### config.mk
export PLATFORM = sky130hd
export DESIGN_NAME = pipeline_hazard_ctrl
export DESIGN_NICKNAME = d
export VERILOG_FILES = /design/src/rtl/pipeline_hazard_ctrl_pkg.sv /design/src/rtl/pipeline_hazard_ctrl_perf_counter.sv /design/src/rtl/pipeline_hazard_ctrl.sv
export SDC_FILE = /design/constraint.sdc
export NUM_CORES = 1
export LEC_CHECK = 0
export ABC_AREA = 1
export CORE_MARGIN = 2
export CORE_UTILIZATION = 31
export DETAILED_ROUTE_END_ITERATION = 12
export PLACE_DENSITY = 0.63
export SYNTH_ARGS = -nofsm -noshare
export SYNTH_HDL_FRONTEND = slang
export SYNTH_SLANG_ARGS = --single-unit
### constraint.sdc
create_clock -name clk -period 2.1 [get_ports clk]
set_input_delay 0.525 -clock clk [delete_from_list [all_inputs] [get_ports clk]]
set_output_delay 0.525 -clock clk [all_outputs]
set_load 0.02 [all_outputs]
### src/rtl/pipeline_hazard_ctrl_pkg.sv
// Shared control types for the in-order pipeline hazard controller.
// Stage enable / bubble bundles and the controller state encoding.
package rv32i_types;

  typedef enum logic [1:0] {
    RUN   = 2'd0,
    STALL = 2'd1,
    DRAIN = 2'd2
  } ctrl_state_t;

  typedef struct packed {
    logic pc;
    logic if_id;
    logic id_ex;
    logic ex_mem;
    logic mem_wb;
  } ld_t;

  typedef struct packed {
    logic if_id;
    logic id_ex;
    logic ex_mem;
    logic mem_wb;
  } fl_t;

  localparam ld_t LD_ALL  = 5'b11111;
  localparam ld_t LD_HOLD = 5'b00111;
  localparam ld_t LD_NONE = 5'b00000;

  localparam fl_t FL_NONE  = 4'b0000;
  localparam fl_t FL_FRONT = 4'b1100;
  localparam fl_t FL_IDEX  = 4'b0100;
  localparam fl_t FL_ALL   = 4'b1111;

  localparam logic [1:0] DRAIN_LAST = 2'd3;

endpackage

### src/rtl/pipeline_hazard_ctrl_perf_counter.sv
// Free-running event counter with synchronous clear.
// Wraps silently at the top of its range.
module perf_counter #(
  parameter int W = 32
) (
  input  logic         clk,
  input  logic         clr_i,
  input  logic         en_i,
  output logic [W-1:0] cnt_o
);

  logic [W-1:0] cnt_q, cnt_d;

  always_comb begin
    cnt_d = cnt_q;
    if (en_i) cnt_d = cnt_q + W'(1);
  end

  always_ff @(posedge clk) begin
    if (clr_i) cnt_q <= '0;
    else       cnt_q <= cnt_d;
  end

  assign cnt_o = cnt_q;

endmodule

### src/rtl/pipeline_hazard_ctrl.sv
// Pipeline stall/flush controller: memory stalls, redirects,
// fences and load-use interlocks, plus stall/flush counters.
module pipeline_hazard_ctrl
  import rv32i_types::*;
(
  input  logic        clk,
  input  logic        rst,
  input  logic        imem_read,
  input  logic        imem_resp,
  input  logic        dmem_read,
  input  logic        dmem_write,
  input  logic        dmem_resp,
  input  logic        br_mispredict,
  input  logic        fence_req,
  input  logic [4:0]  id_rs1,
  input  logic [4:0]  id_rs2,
  input  logic [4:0]  ex_rd,
  input  logic        ex_is_load,
  output logic        pc_load,
  output logic        if_id_load,
  output logic        id_ex_load,
  output logic        ex_mem_load,
  output logic        mem_wb_load,
  output logic        if_id_flush,
  output logic        id_ex_flush,
  output logic        ex_mem_flush,
  output logic        mem_wb_flush,
  output logic        fence_ack,
  output logic [1:0]  ctrl_state,
  output logic [31:0] stall_cnt,
  output logic [31:0] flush_cnt
);

  ctrl_state_t state_q, state_d;
  logic [1:0]  drain_q, drain_d;

  logic if_stall, mem_stall, g_stall;
  logic load_use;
  logic sel_br, sel_fence, sel_lu;
  logic flush_inc;
  ld_t  ld;
  fl_t  fl;

  assign if_stall  = imem_read & ~imem_resp;
  assign mem_stall = (dmem_read | dmem_write) & ~dmem_resp;
  assign g_stall   = if_stall | mem_stall;

  assign load_use = ex_is_load & (ex_rd != 5'd0) &
                    ((ex_rd == id_rs1) | (ex_rd == id_rs2));

  // One-hot priority select for the RUN-side decode
  assign sel_br    = br_mispredict;
  assign sel_fence = fence_req & ~br_mispredict;
  assign sel_lu    = load_use & ~fence_req & ~br_mispredict;

  always_comb begin
    ld        = LD_ALL;
    fl        = FL_NONE;
    fence_ack = 1'b0;
    flush_inc = 1'b0;
    state_d   = state_q;
    drain_d   = drain_q;
    if (rst) begin
      fl      = FL_ALL;
      state_d = RUN;
      drain_d = '0;
    end else if (g_stall) begin
      ld = LD_NONE;
      if (state_q != DRAIN) state_d = STALL;
    end else if (state_q == DRAIN) begin
      if (br_mispredict) begin
        fl        = FL_FRONT;
        flush_inc = 1'b1;
        drain_d   = '0;
        state_d   = RUN;
      end else begin
        ld = LD_HOLD;
        fl = FL_IDEX;
        if (drain_q == DRAIN_LAST) begin
          fence_ack = 1'b1;
          drain_d   = '0;
          state_d   = RUN;
        end else begin
          drain_d = drain_q + 2'd1;
        end
      end
    end else begin
      // STALL released this cycle behaves exactly like RUN
      state_d = RUN;
      unique case (1'b1)
        sel_br: begin
          fl        = FL_FRONT;
          flush_inc = 1'b1;
        end
        sel_fence: begin
          ld      = LD_HOLD;
          fl      = FL_IDEX;
          drain_d = 2'd1;
          state_d = DRAIN;
        end
        sel_lu: begin
          ld = LD_HOLD;
          fl = FL_IDEX;
        end
        default: ;
      endcase
    end
  end

  always_ff @(posedge clk) begin
    if (rst) begin
      state_q <= RUN;
      drain_q <= '0;
    end else begin
      state_q <= state_d;
      drain_q <= drain_d;
    end
  end

  assign pc_load      = ld.pc;
  assign if_id_load   = ld.if_id;
  assign id_ex_load   = ld.id_ex;
  assign ex_mem_load  = ld.ex_mem;
  assign mem_wb_load  = ld.mem_wb;
  assign if_id_flush  = fl.if_id;
  assign id_ex_flush  = fl.id_ex;
  assign ex_mem_flush = fl.ex_mem;
  assign mem_wb_flush = fl.mem_wb;
  assign ctrl_state   = state_q;

  perf_counter #(.W(32)) u_stall_cnt (
    .clk   (clk),
    .clr_i (rst),
    .en_i  (g_stall),
    .cnt_o (stall_cnt)
  );

  perf_counter #(.W(32)) u_flush_cnt (
    .clk   (clk),
    .clr_i (rst),
    .en_i  (flush_inc),
    .cnt_o (flush_cnt)
  );

endmodule

**Yosys cells after proc, flatten, opt, wreduce, memory -nomap -nowiden**

Index checks and enable logic that the tools add are counted.
W data, S select, Z words.

- Flip-flop bits (word level): 68
- Input bits: 25
- Output and inout port bits: 76
- Word-level logic and storage cells: 62

- $add $sub $neg: 3
- Equality and inequality tests: 7
- Mux-type cells: 28
- Bitwise logic cells: 15
- Reductions and logical operators: 5

Operators by type and width:

| kind | number |
|---|---|
| $add A32 B1 Y32 const B | 2 |
| $mux W5 | 5 |
| $mux W2 | 10 |
| $mux W4 | 4 |
| $eq A5 B5 Y1 | 2 |
| $mux W1 | 8 |
| $pmux W4 S2 | 1 |
| $and A1 B1 Y1 | 7 |
| $not A1 Y1 | 5 |
| $reduce_bool A5 Y1 | 1 |
| $eq A2 B2 Y1 const B | 2 |
| $ne A4 B3 Y1 const B | 1 |
| $reduce_and A2 Y1 | 2 |
| $or A1 B1 Y1 | 3 |
| $add A2 B1 Y2 const B | 1 |
| $ne A2 B1 Y1 const B | 1 |
| $ne A2 B2 Y1 const B | 1 |
| $reduce_bool A2 Y1 | 1 |
| $reduce_or A2 Y1 | 1 |

**Depth between registers and ports, before layout**

- Depth after elaboration: 10
- Mapped depth: 10
- Gate-level depth less buffers: 10

**Modules after synthesis**

Synthesis repeated with hierarchy kept, for this count alone.

- Cells, all modules: 624
- Area, all modules: 4155.2 um2

By module, submodules not included:

| module | instances | cells each | area an instance (um2) | sequential area each (um2) |
|---|---|---|---|---|
| perf_counter | 2 | 263 | 1793.0 | 640.6 |
| pipeline_hazard_ctrl | 1 | 98 | 569.3 | 80.1 |

**Least setup slack after synthesis**

OpenSTA, ideal clock, no wires.

- Kind: input port to output port
- Start point: input dmem_write
- End point: output fence_ack
- Arrival time: 1743 ps
- Slack: -168 ps
- Stages: 4
- Path through: o21bai_2 nand2_2 buf_2 nor4b_1

- Word-level cells in the longest chain between the ends: 5

RTL lines:

| element | RTL line | text |
|---|---|---|
| start: declaration | pipeline_hazard_ctrl.sv:11 | `input logic dmem_write,` |
| $or A1 B1 Y1 | pipeline_hazard_ctrl.sv:45 | `assign mem_stall = (dmem_read \| dmem_write) & ~dmem_resp;` |
| $and A1 B1 Y1 | pipeline_hazard_ctrl.sv:45 |  |
| $or A1 B1 Y1 | pipeline_hazard_ctrl.sv:46 | `assign g_stall = if_stall \| mem_stall;` |
| $mux W1 | pipeline_hazard_ctrl.sv:67 | `end else if (g_stall) begin` |
| $mux W1 | pipeline_hazard_ctrl.sv:63 | `if (rst) begin` |
| end: declaration | pipeline_hazard_ctrl.sv:28 | `output logic fence_ack,` |

Every way passes these cells.

**Final worst setup path**

- Start point: input dmem_read
- End point: output if_id_flush

- Word-level cells in the longest chain between the ends: 5

RTL lines:

| element | RTL line | text |
|---|---|---|
| start: declaration | pipeline_hazard_ctrl.sv:10 | `input logic dmem_read,` |
| $or A1 B1 Y1 | pipeline_hazard_ctrl.sv:45 |  |
| $and A1 B1 Y1 | pipeline_hazard_ctrl.sv:45 |  |
| $or A1 B1 Y1 | pipeline_hazard_ctrl.sv:46 |  |
| $mux W4 | pipeline_hazard_ctrl.sv:67 |  |
| $mux W4 | pipeline_hazard_ctrl.sv:63 |  |
| end: declaration | pipeline_hazard_ctrl.sv:24 | `output logic if_id_flush,` |

Every way passes these cells.

==> metrics <==
status finished clean; Post-synth ARST share 0%; FP Rows 42; H-tree Lvls 3; root buf cell clkbuf_16; Post-Synthesis Cell Area 4270 um^2; worst-skew pair later-pin latency 0.34 ns; data arrival time of the critical path 1.55 ns; WS Path Type input port to output pin; slowest CP cell dlygate4sd2_1; syn_nets 732; first-pass GRT wire length 20000 um; fmax 0.483 GHz; GRT busiest layer met2; Cells on Worst Hold Path 2; Routed Antenna Nets 0; Slew @ Worst Pin 0.338 ns; total gr overflow 0; GPL Wtd Cong 0.855; pwr/cell area 512 nW/um^2; # diodes 0; met2 usage 29.9%; DRT iter0 DRCs 223; CP peak stage delay 0.26 ns; Post-DP HPWL 9160 um; dpl ws -0.741 ns; maximum fanout along the worst path 5; number of I/O port buffers 100; flops & latches, synth 68; Post-synth EDFFs 0; Synthesis Warnings 0; Slew headroom 77.4%; Max IR drop VDD 401 uV; crit end category output pin; Layout Nets 869; Die Span X 121 um; FF-to-FF path depth 8; routing usage on met3 3.52%; top_reg_cell synth dfxtp_1; setup TNS 0 ns; Avg Vias per Cell 4.57; CTS Buf Count 9; Final Instance Count excl. Fillers 1022; CTS clk-pin slew, worst paths 0.05 ns; DRT Pass-1 Iters 4; number of global-route vias before repair 4340; Final Hold Viols 0; Worst EP required 1.57 ns; antenna violations before repair 0; Synth Area per Inst 6.06 um^2; Pleak 0.00234 uW; Yosys cell types 37; largest net degree at the start of global routing 25; grt met1 use 20.5%; vias 4671; synthesized netlist cell count 704; Setup Viol. Count Final 0; CTS tree built; final worst setup slack 0.0288 ns; Startpoint Class input port; max-cap viol count 0; Total GRT Usage 16.9%; CTS Buffer Depth 2; Core Region 13300 um^2; Slew Limit Fails 0; min cycle time layout 2.07 ns; fin crit share 98.6%; detailed-route DRC error count 0; initial core utilization 32.0%; final wirelength 12100 um; overall die height 121 um; CP Cell Sequence dlygate4sd2_1 -> o21bai_4 -> nand2_4 -> buf_4 -> o21ai_4 -> buf_6; area added between synthesis and finish 40.9%; Placed Cells 998; share of the yosys chip area belonging to registers 31.9%; worst min path class flop to flop; die area 14700 um^2; clock sink count 68; per-cell routed wire length 11.9 um; IO Count 101; share of cells above drive strength 1 15.7%; clk_skew 0.00566 ns
[report_power, final]
group          leakage (uW)  internal (uW)  switching (uW)
sequential         0.000549           1300            10.9
combinational       0.00165            143             175
clock              0.000140            896             550
[worst max-delay path: cells and delay by family]
kind / cells / cell delay (ns)
AO/OA/AOI/OAI: 2 / 0.35
AND/OR/NAND/NOR: 1 / 0.10
buffers and inverters: 3 / 0.56
[timing repair]
item                       CTS  global route
resized for setup           75            36
setup buffers                3             5
setup endpoints to repair   10            12
hold buffers                 0             0
gates cloned                 0             0
pin swaps                   13            21
[area by class of cell]
type | instances | area [um^2]
clock inverters | 1 | 5.00
multi-input cells | 523 | 2500
repair buffers | 143 | 1280
flip-flops and latches | 68 | 1360
inverters | 96 | 364
well taps | 176 | 220
fillers | 1434 | 7330
clock buffers | 15 | 278
[registers in the layout, indices dropped and copies added (netlist names)]
| name | cells |
|---|---|
| drain_q | 2 |
| u_stall_cnt.cnt_o | 32 |
| ctrl_state | 2 |
| u_flush_cnt.cnt_o | 32 |
[cell usage in the layout, fill, tap and decap left out, types with 12 or more instances in the layout]
cell type          n
nand2_1          210
nor2_1           119
inv_1             88
dfxtp_1           68
clkdlybuf4s50_1   68
buf_4             47
a21oi_1           40
nand3_1           35
o21ai_0           24
nand4_1           16
nor2_2            12
[cells in the mapped netlist, types with 2 or more instances]
library cell | number | area share, %
nor2_1 | 124 | 11
xnor2_1 | 2 | 0.41
ha_1 | 3 | 0.88
nand2_1 | 213 | 19
buf_4 | 5 | 0.88
nand3_1 | 37 | 4.3
buf_6 | 3 | 0.79
dfxtp_1 | 68 | 32
inv_1 | 92 | 8.1
nor3b_2 | 2 | 0.59
a21oi_1 | 41 | 4.8
and3_1 | 2 | 0.29
buf_2 | 3 | 0.35
nand2_2 | 8 | 1.2
inv_2 | 2 | 0.18
o21a_1 | 2 | 0.35
nor2_2 | 8 | 1.2
a211oi_1 | 2 | 0.35
nor2_4 | 9 | 2.4
nor3_1 | 10 | 1.2
clkbuf_1 | 6 | 0.53
o21ai_1 | 2 | 0.23
nand4_1 | 16 | 2.3
o21bai_2 | 2 | 0.53
o21bai_1 | 2 | 0.35
o21ai_0 | 24 | 2.8
nand3_2 | 6 | 1.4
[layer usage]
layer / part of all wire (%) / vias up
met1: 45 / 2072
met3: 4.3 / 14
li1: - / 2486
met5: 0 / -
met2: 49 / 99
met4: 1.5 / 0
[cells by family after synthesis]
kind of cell | count (synthesis) | synth area share, %
buf+inv | 113 | 11.0
xor+xnor | 2 | 0.410
fa+ha+maj | 3 | 0.879
simple gates | 440 | 45.8
compound gates | 78 | 10.0
flops | 68 | 31.9
[path summary, 6_finish.rpt]
path                        start                     to  slack [ns]
max                     dmem_read            if_id_flush        0.03
min                    drain_q[1]             drain_q[1]        0.47
max reg2reg  u_stall_cnt.cnt_o[1]  u_stall_cnt.cnt_o[20]        0.40
min reg2reg            drain_q[1]             drain_q[1]        0.47
[per-stage QoR]
step	util (%)	power, uW	hold slack, ns	area [um^2]
floorplan	-	1500	0.447	4280
global placement	42.4	1640	0.463	5660
detailed placement	42.4	1640	0.471	5660
CTS	44.6	3090	0.479	5950
global route	45.1	3180	0.491	6010
finish	45.1	3080	0.472	6010
Note: power is estimated with default switching activity, not from simulation.
